<file path="src/rtl/multicycle_ctrl_if.sv">
// -----------------------------------------------------------------------------
// multicycle_ctrl_if
// Bundle between the multicycle MIPS controller and its shared datapath.
//
// Handshake: mem_req is the controller's "valid" for a memory access and is
// held, together with iord/mem_write, until the cycle in which mem_ready is
// high; that cycle completes the access. mem_ready while mem_req=0 is ignored.
//
// master : controller side (decodes op/funct/zero, drives the selects/enables)
// slave  : datapath side
//
// Signals
//   op[5:0], funct[5:0]  IR fields          zero       ALU zero flag
//   mem_ready            memory done        pc_en      PC load enable
//   iord                 mem addr select    mem_req    memory access active
//   mem_write            store strobe       ir_write   IR load enable
//   reg_dst              rt/rd select       mem_to_reg ALUOut/Data select
//   reg_write            regfile write      alu_src_a  PC/A select
//   alu_src_b[1:0]       B/4/imm/imm<<2     imm_src    sign/zero/lui extend
//   alu_control[2:0]     ALU operation      pc_src     ALU/ALUOut/jump
//   illegal              unsupported opcode pulse
// -----------------------------------------------------------------------------
interface multicycle_ctrl_if;
  logic [5:0] op;
  logic [5:0] funct;
  logic       zero;
  logic       mem_ready;
  logic       pc_en;
  logic       iord;
  logic       mem_req;
  logic       mem_write;
  logic       ir_write;
  logic       reg_dst;
  logic       mem_to_reg;
  logic       reg_write;
  logic       alu_src_a;
  logic [1:0] alu_src_b;
  logic [1:0] imm_src;
  logic [2:0] alu_control;
  logic [1:0] pc_src;
  logic       illegal;

  modport master (
    input  op, funct, zero, mem_ready,
    output pc_en, iord, mem_req, mem_write, ir_write, reg_dst, mem_to_reg,
           reg_write, alu_src_a, alu_src_b, imm_src, alu_control, pc_src,
           illegal
  );

  modport slave (
    output op, funct, zero, mem_ready,
    input  pc_en, iord, mem_req, mem_write, ir_write, reg_dst, mem_to_reg,
           reg_write, alu_src_a, alu_src_b, imm_src, alu_control, pc_src,
           illegal
  );
endinterface

</file>
<file path="src/rtl/multicycle_ctrl.sv">
// -----------------------------------------------------------------------------
// multicycle_ctrl
// Moore control FSM for a multicycle MIPS datapath (PC, unified memory, IR,
// regfile, ALU, extenders). One datapath step per clock; memory accesses
// stall on the mem_req/mem_ready handshake.
//
// Ports
//   clk       rising-edge clock
//   reset     synchronous, active-high reset
//   bus       multicycle_ctrl_if.master (IR fields in, control out)
//   state_o   current state (debug), reads FETCH while reset is high
//   cycle_cnt, instr_cnt   perf counters, only with MC_CTRL_PERF_EN
//
// Optional feature macro: MC_CTRL_PERF_EN (cycle / retired-instruction
// counters). Undefined by default; nothing else changes.
// -----------------------------------------------------------------------------
module multicycle_ctrl #(
  parameter int STATE_W = 4
`ifdef MC_CTRL_PERF_EN
  , parameter int CNT_W = 32
`endif
) (
  input  logic               clk,
  input  logic               reset,
  multicycle_ctrl_if.master  bus,
  output logic [STATE_W-1:0] state_o
`ifdef MC_CTRL_PERF_EN
  , output logic [CNT_W-1:0] cycle_cnt,
  output logic [CNT_W-1:0]   instr_cnt
`endif
);

  localparam logic [STATE_W-1:0] S_FETCH   = STATE_W'(0);
  localparam logic [STATE_W-1:0] S_DECODE  = STATE_W'(1);
  localparam logic [STATE_W-1:0] S_MEMADR  = STATE_W'(2);
  localparam logic [STATE_W-1:0] S_MEMRD   = STATE_W'(3);
  localparam logic [STATE_W-1:0] S_MEMWB   = STATE_W'(4);
  localparam logic [STATE_W-1:0] S_MEMWR   = STATE_W'(5);
  localparam logic [STATE_W-1:0] S_RTYPEEX = STATE_W'(6);
  localparam logic [STATE_W-1:0] S_RTYPEWB = STATE_W'(7);
  localparam logic [STATE_W-1:0] S_BEQEX   = STATE_W'(8);
  localparam logic [STATE_W-1:0] S_ADDIEX  = STATE_W'(9);
  localparam logic [STATE_W-1:0] S_LOGIEX  = STATE_W'(10);
  localparam logic [STATE_W-1:0] S_IWB     = STATE_W'(11);
  localparam logic [STATE_W-1:0] S_JEX     = STATE_W'(12);

  localparam logic [5:0] OP_RTYPE = 6'b000000;
  localparam logic [5:0] OP_LW    = 6'b100011;
  localparam logic [5:0] OP_SW    = 6'b101011;
  localparam logic [5:0] OP_BEQ   = 6'b000100;
  localparam logic [5:0] OP_ADDI  = 6'b001000;
  localparam logic [5:0] OP_ANDI  = 6'b001100;
  localparam logic [5:0] OP_ORI   = 6'b001101;
  localparam logic [5:0] OP_LUI   = 6'b001111;
  localparam logic [5:0] OP_J     = 6'b000010;

  localparam logic [2:0] ALU_ADD = 3'b010;
  localparam logic [2:0] ALU_SUB = 3'b110;
  localparam logic [2:0] ALU_AND = 3'b000;
  localparam logic [2:0] ALU_OR  = 3'b001;
  localparam logic [2:0] ALU_SLT = 3'b111;

  logic [STATE_W-1:0] state_q, state_d;
  // State the outputs decode from: reset presents FETCH immediately, even
  // though the register itself only returns to FETCH on the next edge.
  logic [STATE_W-1:0] cur_state;

  logic       pc_write, branch;
  logic       pc_en_c, iord_c, mem_req_c, mem_write_c, ir_write_c;
  logic       reg_dst_c, mem_to_reg_c, reg_write_c, alu_src_a_c, illegal_c;
  logic [1:0] alu_src_b_c, imm_src_c, pc_src_c;
  logic [2:0] alu_control_c;

  // ---------------------------------------------------------------------------
  // State register
  // ---------------------------------------------------------------------------
  always_ff @(posedge clk) begin
    if (reset) begin
      state_q <= S_FETCH;
    end else begin
      state_q <= state_d;
    end
  end

  // ---------------------------------------------------------------------------
  // Next-state logic
  // ---------------------------------------------------------------------------
  always_comb begin
    state_d = state_q;
    case (state_q)
      S_FETCH:   if (bus.mem_ready) state_d = S_DECODE;
      S_DECODE: begin
        case (bus.op)
          OP_RTYPE:                state_d = S_RTYPEEX;
          OP_LW, OP_SW:            state_d = S_MEMADR;
          OP_BEQ:                  state_d = S_BEQEX;
          OP_ADDI:                 state_d = S_ADDIEX;
          OP_ANDI, OP_ORI, OP_LUI: state_d = S_LOGIEX;
          OP_J:                    state_d = S_JEX;
          default:                 state_d = S_FETCH;
        endcase
      end
      S_MEMADR:  state_d = (bus.op == OP_LW) ? S_MEMRD : S_MEMWR;
      S_MEMRD:   if (bus.mem_ready) state_d = S_MEMWB;
      S_MEMWB:   state_d = S_FETCH;
      S_MEMWR:   if (bus.mem_ready) state_d = S_FETCH;
      S_RTYPEEX: state_d = S_RTYPEWB;
      S_RTYPEWB: state_d = S_FETCH;
      S_BEQEX:   state_d = S_FETCH;
      S_ADDIEX:  state_d = S_IWB;
      S_LOGIEX:  state_d = S_IWB;
      S_IWB:     state_d = S_FETCH;
      S_JEX:     state_d = S_FETCH;
      default:   state_d = S_FETCH;
    endcase
  end

  // ---------------------------------------------------------------------------
  // Output decode
  // ---------------------------------------------------------------------------
  assign cur_state = reset ? S_FETCH : state_q;

  always_comb begin
    pc_write      = 1'b0;
    branch        = 1'b0;
    iord_c        = 1'b0;
    mem_req_c     = 1'b0;
    mem_write_c   = 1'b0;
    ir_write_c    = 1'b0;
    reg_dst_c     = 1'b0;
    mem_to_reg_c  = 1'b0;
    reg_write_c   = 1'b0;
    alu_src_a_c   = 1'b0;
    alu_src_b_c   = 2'b00;
    imm_src_c     = 2'b00;
    alu_control_c = ALU_AND;
    pc_src_c      = 2'b00;
    illegal_c     = 1'b0;
    case (cur_state)
      S_FETCH: begin
        mem_req_c     = 1'b1;
        alu_src_b_c   = 2'b01;
        alu_control_c = ALU_ADD;
        // IR and PC only load in the cycle the fetch actually completes.
        ir_write_c    = bus.mem_ready;
        pc_write      = bus.mem_ready;
      end
      S_DECODE: begin
        alu_src_b_c   = 2'b11;
        alu_control_c = ALU_ADD;
        case (bus.op)
          OP_RTYPE, OP_LW, OP_SW, OP_BEQ, OP_ADDI,
          OP_ANDI, OP_ORI, OP_LUI, OP_J: illegal_c = 1'b0;
          default:                       illegal_c = 1'b1;
        endcase
      end
      S_MEMADR: begin
        alu_src_a_c   = 1'b1;
        alu_src_b_c   = 2'b10;
        alu_control_c = ALU_ADD;
      end
      S_MEMRD: begin
        iord_c    = 1'b1;
        mem_req_c = 1'b1;
      end
      S_MEMWB: begin
        mem_to_reg_c = 1'b1;
        reg_write_c  = 1'b1;
      end
      S_MEMWR: begin
        iord_c      = 1'b1;
        mem_req_c   = 1'b1;
        mem_write_c = 1'b1;
      end
      S_RTYPEEX: begin
        alu_src_a_c = 1'b1;
        case (bus.funct)
          6'b100000: alu_control_c = ALU_ADD;
          6'b100010: alu_control_c = ALU_SUB;
          6'b100100: alu_control_c = ALU_AND;
          6'b100101: alu_control_c = ALU_OR;
          6'b101010: alu_control_c = ALU_SLT;
          default:   alu_control_c = ALU_ADD;
        endcase
      end
      S_RTYPEWB: begin
        reg_dst_c   = 1'b1;
        reg_write_c = 1'b1;
      end
      S_BEQEX: begin
        alu_src_a_c   = 1'b1;
        alu_control_c = ALU_SUB;
        branch        = 1'b1;
        pc_src_c      = 2'b01;
      end
      S_ADDIEX: begin
        alu_src_a_c   = 1'b1;
        alu_src_b_c   = 2'b10;
        alu_control_c = ALU_ADD;
      end
      S_LOGIEX: begin
        alu_src_a_c = 1'b1;
        alu_src_b_c = 2'b10;
        // lui is "or" with A=$0 (rs field is 0), so the shifted immediate
        // passes through unchanged.
        case (bus.op)
          OP_ANDI: begin imm_src_c = 2'b01; alu_control_c = ALU_AND; end
          OP_ORI:  begin imm_src_c = 2'b01; alu_control_c = ALU_OR;  end
          default: begin imm_src_c = 2'b10; alu_control_c = ALU_OR;  end
        endcase
      end
      S_IWB: begin
        reg_write_c = 1'b1;
      end
      S_JEX: begin
        pc_write = 1'b1;
        pc_src_c = 2'b10;
      end
      default: ;
    endcase

    pc_en_c = pc_write | (branch & bus.zero);

    // No enable or request may leave the controller while reset is high.
    if (reset) begin
      pc_en_c     = 1'b0;
      ir_write_c  = 1'b0;
      reg_write_c = 1'b0;
      mem_write_c = 1'b0;
      mem_req_c   = 1'b0;
      illegal_c   = 1'b0;
    end
  end

  assign bus.pc_en       = pc_en_c;
  assign bus.iord        = iord_c;
  assign bus.mem_req     = mem_req_c;
  assign bus.mem_write   = mem_write_c;
  assign bus.ir_write    = ir_write_c;
  assign bus.reg_dst     = reg_dst_c;
  assign bus.mem_to_reg  = mem_to_reg_c;
  assign bus.reg_write   = reg_write_c;
  assign bus.alu_src_a   = alu_src_a_c;
  assign bus.alu_src_b   = alu_src_b_c;
  assign bus.imm_src     = imm_src_c;
  assign bus.alu_control = alu_control_c;
  assign bus.pc_src      = pc_src_c;
  assign bus.illegal     = illegal_c;
  assign state_o         = cur_state;

`ifdef MC_CTRL_PERF_EN
  // ---------------------------------------------------------------------------
  // Perf counters. An instruction retires on any entry into FETCH except from
  // DECODE, which only happens on the illegal-opcode path.
  // ---------------------------------------------------------------------------
  always_ff @(posedge clk) begin
    if (reset) begin
      cycle_cnt <= '0;
      instr_cnt <= '0;
    end else begin
      cycle_cnt <= cycle_cnt + 1'b1;
      if (state_q != S_FETCH && state_q != S_DECODE && state_d == S_FETCH)
        instr_cnt <= instr_cnt + 1'b1;
    end
  end
`endif

endmodule

</file>
<file path="src/flat_wrapper.sv">
// flat-port wrapper written by rule: the top's interface ports become plain ports
module multicycle_ctrl_flat 
#(
  parameter int STATE_W = 4

)
  (clk, reset, state_o, bus_op, bus_funct, bus_zero, bus_mem_ready, bus_pc_en, bus_iord, bus_mem_req, bus_mem_write, bus_ir_write, bus_reg_dst, bus_mem_to_reg, bus_reg_write, bus_alu_src_a, bus_alu_src_b, bus_imm_src, bus_alu_control, bus_pc_src, bus_illegal);
  multicycle_ctrl_if bus_i ();
  input  logic clk;
  input  logic reset;
  output logic [STATE_W-1:0] state_o;
  input wire logic [$bits(bus_i.op)-1:0] bus_op;
  input wire logic [$bits(bus_i.funct)-1:0] bus_funct;
  input wire logic [$bits(bus_i.zero)-1:0] bus_zero;
  input wire logic [$bits(bus_i.mem_ready)-1:0] bus_mem_ready;
  output wire logic [$bits(bus_i.pc_en)-1:0] bus_pc_en;
  output wire logic [$bits(bus_i.iord)-1:0] bus_iord;
  output wire logic [$bits(bus_i.mem_req)-1:0] bus_mem_req;
  output wire logic [$bits(bus_i.mem_write)-1:0] bus_mem_write;
  output wire logic [$bits(bus_i.ir_write)-1:0] bus_ir_write;
  output wire logic [$bits(bus_i.reg_dst)-1:0] bus_reg_dst;
  output wire logic [$bits(bus_i.mem_to_reg)-1:0] bus_mem_to_reg;
  output wire logic [$bits(bus_i.reg_write)-1:0] bus_reg_write;
  output wire logic [$bits(bus_i.alu_src_a)-1:0] bus_alu_src_a;
  output wire logic [$bits(bus_i.alu_src_b)-1:0] bus_alu_src_b;
  output wire logic [$bits(bus_i.imm_src)-1:0] bus_imm_src;
  output wire logic [$bits(bus_i.alu_control)-1:0] bus_alu_control;
  output wire logic [$bits(bus_i.pc_src)-1:0] bus_pc_src;
  output wire logic [$bits(bus_i.illegal)-1:0] bus_illegal;
  assign bus_i.op = bus_op;
  assign bus_i.funct = bus_funct;
  assign bus_i.zero = bus_zero;
  assign bus_i.mem_ready = bus_mem_ready;
  assign bus_pc_en = bus_i.pc_en;
  assign bus_iord = bus_i.iord;
  assign bus_mem_req = bus_i.mem_req;
  assign bus_mem_write = bus_i.mem_write;
  assign bus_ir_write = bus_i.ir_write;
  assign bus_reg_dst = bus_i.reg_dst;
  assign bus_mem_to_reg = bus_i.mem_to_reg;
  assign bus_reg_write = bus_i.reg_write;
  assign bus_alu_src_a = bus_i.alu_src_a;
  assign bus_alu_src_b = bus_i.alu_src_b;
  assign bus_imm_src = bus_i.imm_src;
  assign bus_alu_control = bus_i.alu_control;
  assign bus_pc_src = bus_i.pc_src;
  assign bus_illegal = bus_i.illegal;
  multicycle_ctrl #(.STATE_W(STATE_W)) u_core (.clk(clk), .reset(reset), .bus(bus_i), .state_o(state_o));
endmodule
</file>
<file path="config.mk">
export PLATFORM = sky130hd
export DESIGN_NAME = multicycle_ctrl_flat
export DESIGN_NICKNAME = d
export VERILOG_FILES = /design/src/rtl/multicycle_ctrl_if.sv /design/src/rtl/multicycle_ctrl.sv /design/src/flat_wrapper.sv
export SDC_FILE = /design/constraint.sdc
export NUM_CORES = 1
export LEC_CHECK = 0
export BUFFER_PORTS_ARGS = -buffer_cell sky130_fd_sc_hd__buf_2
export CORE_MARGIN = 5
export CORE_UTILIZATION = 44
export CTS_BUF_LIST = sky130_fd_sc_hd__clkbuf_16
export CTS_CLUSTER_SIZE = 20
export DETAILED_ROUTE_END_ITERATION = 12
export GPL_ROUTABILITY_DRIVEN = 0
export PLACE_DENSITY = 0.79
export REMOVE_ABC_BUFFERS = 1
export SYNTH_ARGS = -nofsm -noshare
export SYNTH_HDL_FRONTEND = slang
export SYNTH_SLANG_ARGS = --single-unit
</file>
<file path="constraint.sdc">
create_clock -name clk -period 1.7 [get_ports clk]
set_input_delay 0.085 -clock clk [delete_from_list [all_inputs] [get_ports clk]]
set_output_delay 0.085 -clock clk [all_outputs]
set_load 0.02 [all_outputs]
</file>
==> results.txt <==
outcome = finished with violations
failing checks = negative setup slack
I/O Buffers = 38
R2R cell count = 6
cell with the most instances after synthesis = nor2_1
critical path arrival = 1660 ps
filler instances = 141
Min-Delay Path Class = in -> reg
CP Data Required Time = 1620 ps
Starting Density = 47.2%
Max stage delay cell, worst path = or4b_4
Hold Path Origin = bus_mem_ready
synth-to-layout area growth = 49.7%
reg2reg end = u_core.state_q[2]
CTS tree = done
Num CTS Buffers = 3
Min Hold Slack = 230 ps
Yosys top cell by area = dfxtp_1
total gr overflow = 0
first-pass GRT wire length = 4080 um
Hold EP = u_core.state_q[1]
period utilisation layout = 103%
Seq pwr share = 14.8%
Top reg by flops = u_core.state_q
Yosys reg bits = 4
cell family with most CP delay = simple AND/OR/NAND/NOR gates
clock buffer depth = 2
MaxCap Viol Count = 0
Post-synth EDFFs = 0
per-cell routed wire length = 14.6 um
Clock Power Share = 45.1%
HPWL after DPL = 1780 um
Synth top cells by count = 18 x nor2_1, 9 x nor3_1, 7 x a21oi_1
Hold Vio Cnt, Final = 0
Hold Buf Count CTS = 0
Async SR Flop Fraction = 0%
Top Ports = 39
post-synthesis mux area share = 0%
Cell Area, Synth = 719 sq um
sw frac = 34.0%
GRT Overall Usage = 19.8%
Slew Viols, Final = 0
crit-path max FO = 3
final period demand of the worst path = 1740 ps
full die area = 2540 sq um
PD cells = 766 nW/um^2
core area = 1520 sq um
R2R Setup Slk = 230 ps
Final Skew = 0.416 ps
crit end category = primary output
Vias/cell = 5.89
die height = 50.4 um
vias post-DR = 1,002
Hold Path Cell Cnt = 4
Switch Pwr = 0.281 mW
share of cells above drive strength 1 = 41.6%
row count = 14
fin nets = 172
final setup TNS = -51.7 ps
DR pass1 iterations = 4
Inst Count DP = 165
clock root cell = clkbuf_16
CP startpoint kind = register
leak pwr = 0.523 nW
post-synthesis compound-gate area fraction = 28.7%
RSZ-0062 raised after global routing = yes
Max IR drop VDD = 0.000483 V
Worst Slack Setup Final = -42.7 ps
H-Tree Depth = 1
max FFs per register = 4
largest cells by area after synthesis = dfxtp_1 11%, nor2_1 9.4%, nor3_1 6.3%
post-route ant nets = 0
clock sink total = 4
initial antenna violation count = 0
most common flop cell mapped by yosys = dfxtp_1
clock slew at reported path FFs = 30 ps
CP max stage delay = 490 ps
Mean Syn Cell Area = 6.31 sq um
Worst Path Buf+Inv = 1
largest net degree at the start of global routing = 19
fin cells = 170
cell-by-cell trace of the critical path = nor2b_4 > and3_4 > a31oi_4 > nor3_2 > or4b_4 > buf_6
Synth top area share = 11.1%
Diodes inserted = 0
vias in the first global route = 960
Syn. warnings = 0
combinational cell fraction of total power = 40.1%
Reg2Reg Launch Point = u_core.state_q[1]
Regs by FF count = u_core.state_q: 4 flops
Die Span X = 50.4 um
Tot Pwr = 0.825 mW
Setup Crit Path Kind = reg -> out
DR iter-0 viols = 34
worst relative slew slack = 68.3%
P_int = 0.544 mW
Final setup viols = 2
DRT Wirelength = 2480 um
Simple-Gate Fraction of Synth Area = 45.2%
Slew @ Worst Pin = 475 ps
post-synthesis cell type count = 43
# DRC = 0
XOR/XNOR share of the synthesized area = 3.65%
largest family of logic cells by synthesized area = simple AND/OR/NAND/NOR gates
Max Clk Rate = 0.574 GHz
register area share after synthesis = 11.1%
clk_lat worst skew = 230 ps
synthesized instance count = 114
Post-Synth Adder-Cell Area = 0%
==> layout by cell type, fill, tap and decap left out, types with 3 or more instances in the layout <==
cell and count:
buf_2 37, nor2_1 18, buf_4 9, nor3_1 8
a21oi_1 7, inv_1 5, nand2_1 4, nor4_1 4
o21ai_0 4, nor2b_1 3, nand2b_1 3, nor3b_1 3
nand3_1 3, clkbuf_16 3
==> logic make-up (layout without fill, tap and decap cells) <==
| kind of cell | after synthesis | after routing |
|---|---|---|
| AOI/OAI and AO/OA | 30 | 30 |
| xor gates and xnor gates | 3 | 3 |
| buffers and inverters | 17 | 57 |
| DFF | 4 | 4 |
| and+or+nand+nor | 60 | 60 |
==> tightest hold or removal path, delay by kind of cell <==
| kind | cells | cell delay, ps |
|---|---|---|
| buffers and inverters | 2 | 150 |
| and+or+nand+nor | 2 | 160 |
==> power groups by stage <==
stage	combinational (mW)	sequential, mW	clock [mW]
after floorplan	0.173	0.131	0
after global placement	0.298	0.123	0
after detailed placement	0.303	0.124	0
after CTS	0.318	0.122	0.375
after global routing	0.362	0.124	0.388
final	0.331	0.122	0.372
==> metrics by stage <==
stage | worst slack, ps | area (sq um) | utilization (%)
floorplan | -323 | 661 | -
global placement | 144 | 931 | 61.1
detailed placement | 76.2 | 931 | 61.1
CTS | -72.2 | 1060 | 69.6
global route | -117 | 1080 | 70.7
finish | -42.7 | 1080 | 70.7
==> metal layers <==
layer / routed length, um / GRT usage, % / vias up
met5: 0 / 0 / -
li1: - / - / 493
met4: 17 / 9.79 / 0
met1: 1020 / 23.0 / 467
met3: 171 / 4.14 / 2
met2: 1270 / 33.9 / 40
==> cell type report <==
type                    count  area [sq um]  area share, %
inverters                   6          22.5           2.09
multi-input cells          93           594           55.2
well taps                  16          20.0           1.86
repair buffers             48           279           25.9
flip-flops and latches      4          86.3           8.01
clock buffers               3          75.1           6.97
==> how the worst max path moves through the flow <==
stage                      start                 end  slack, ps  cells after the start
3_5_place_dp   u_core.state_q[3]  bus_alu_control[1]         80                      6
3_3_place_gp   u_core.state_q[3]  bus_alu_control[1]        140                      6
6_report       u_core.state_q[2]  bus_alu_control[1]        -40                      6
5_1_grt        u_core.state_q[0]      bus_imm_src[0]       -120                      4
4_1_cts        u_core.state_q[2]  bus_alu_control[1]        -70                      6
2_1_floorplan  u_core.state_q[3]      bus_imm_src[0]       -320                      3
==> timing repair <==
item | CTS | global route
endpoints found under the setup margin | 3 | 5
resized for setup | 10 | 6
pin swaps | 4 | 2
setup buffers | 2 | 0
hold endpoints to repair | 0 | 0
Power figures use the tool's default switching activity.
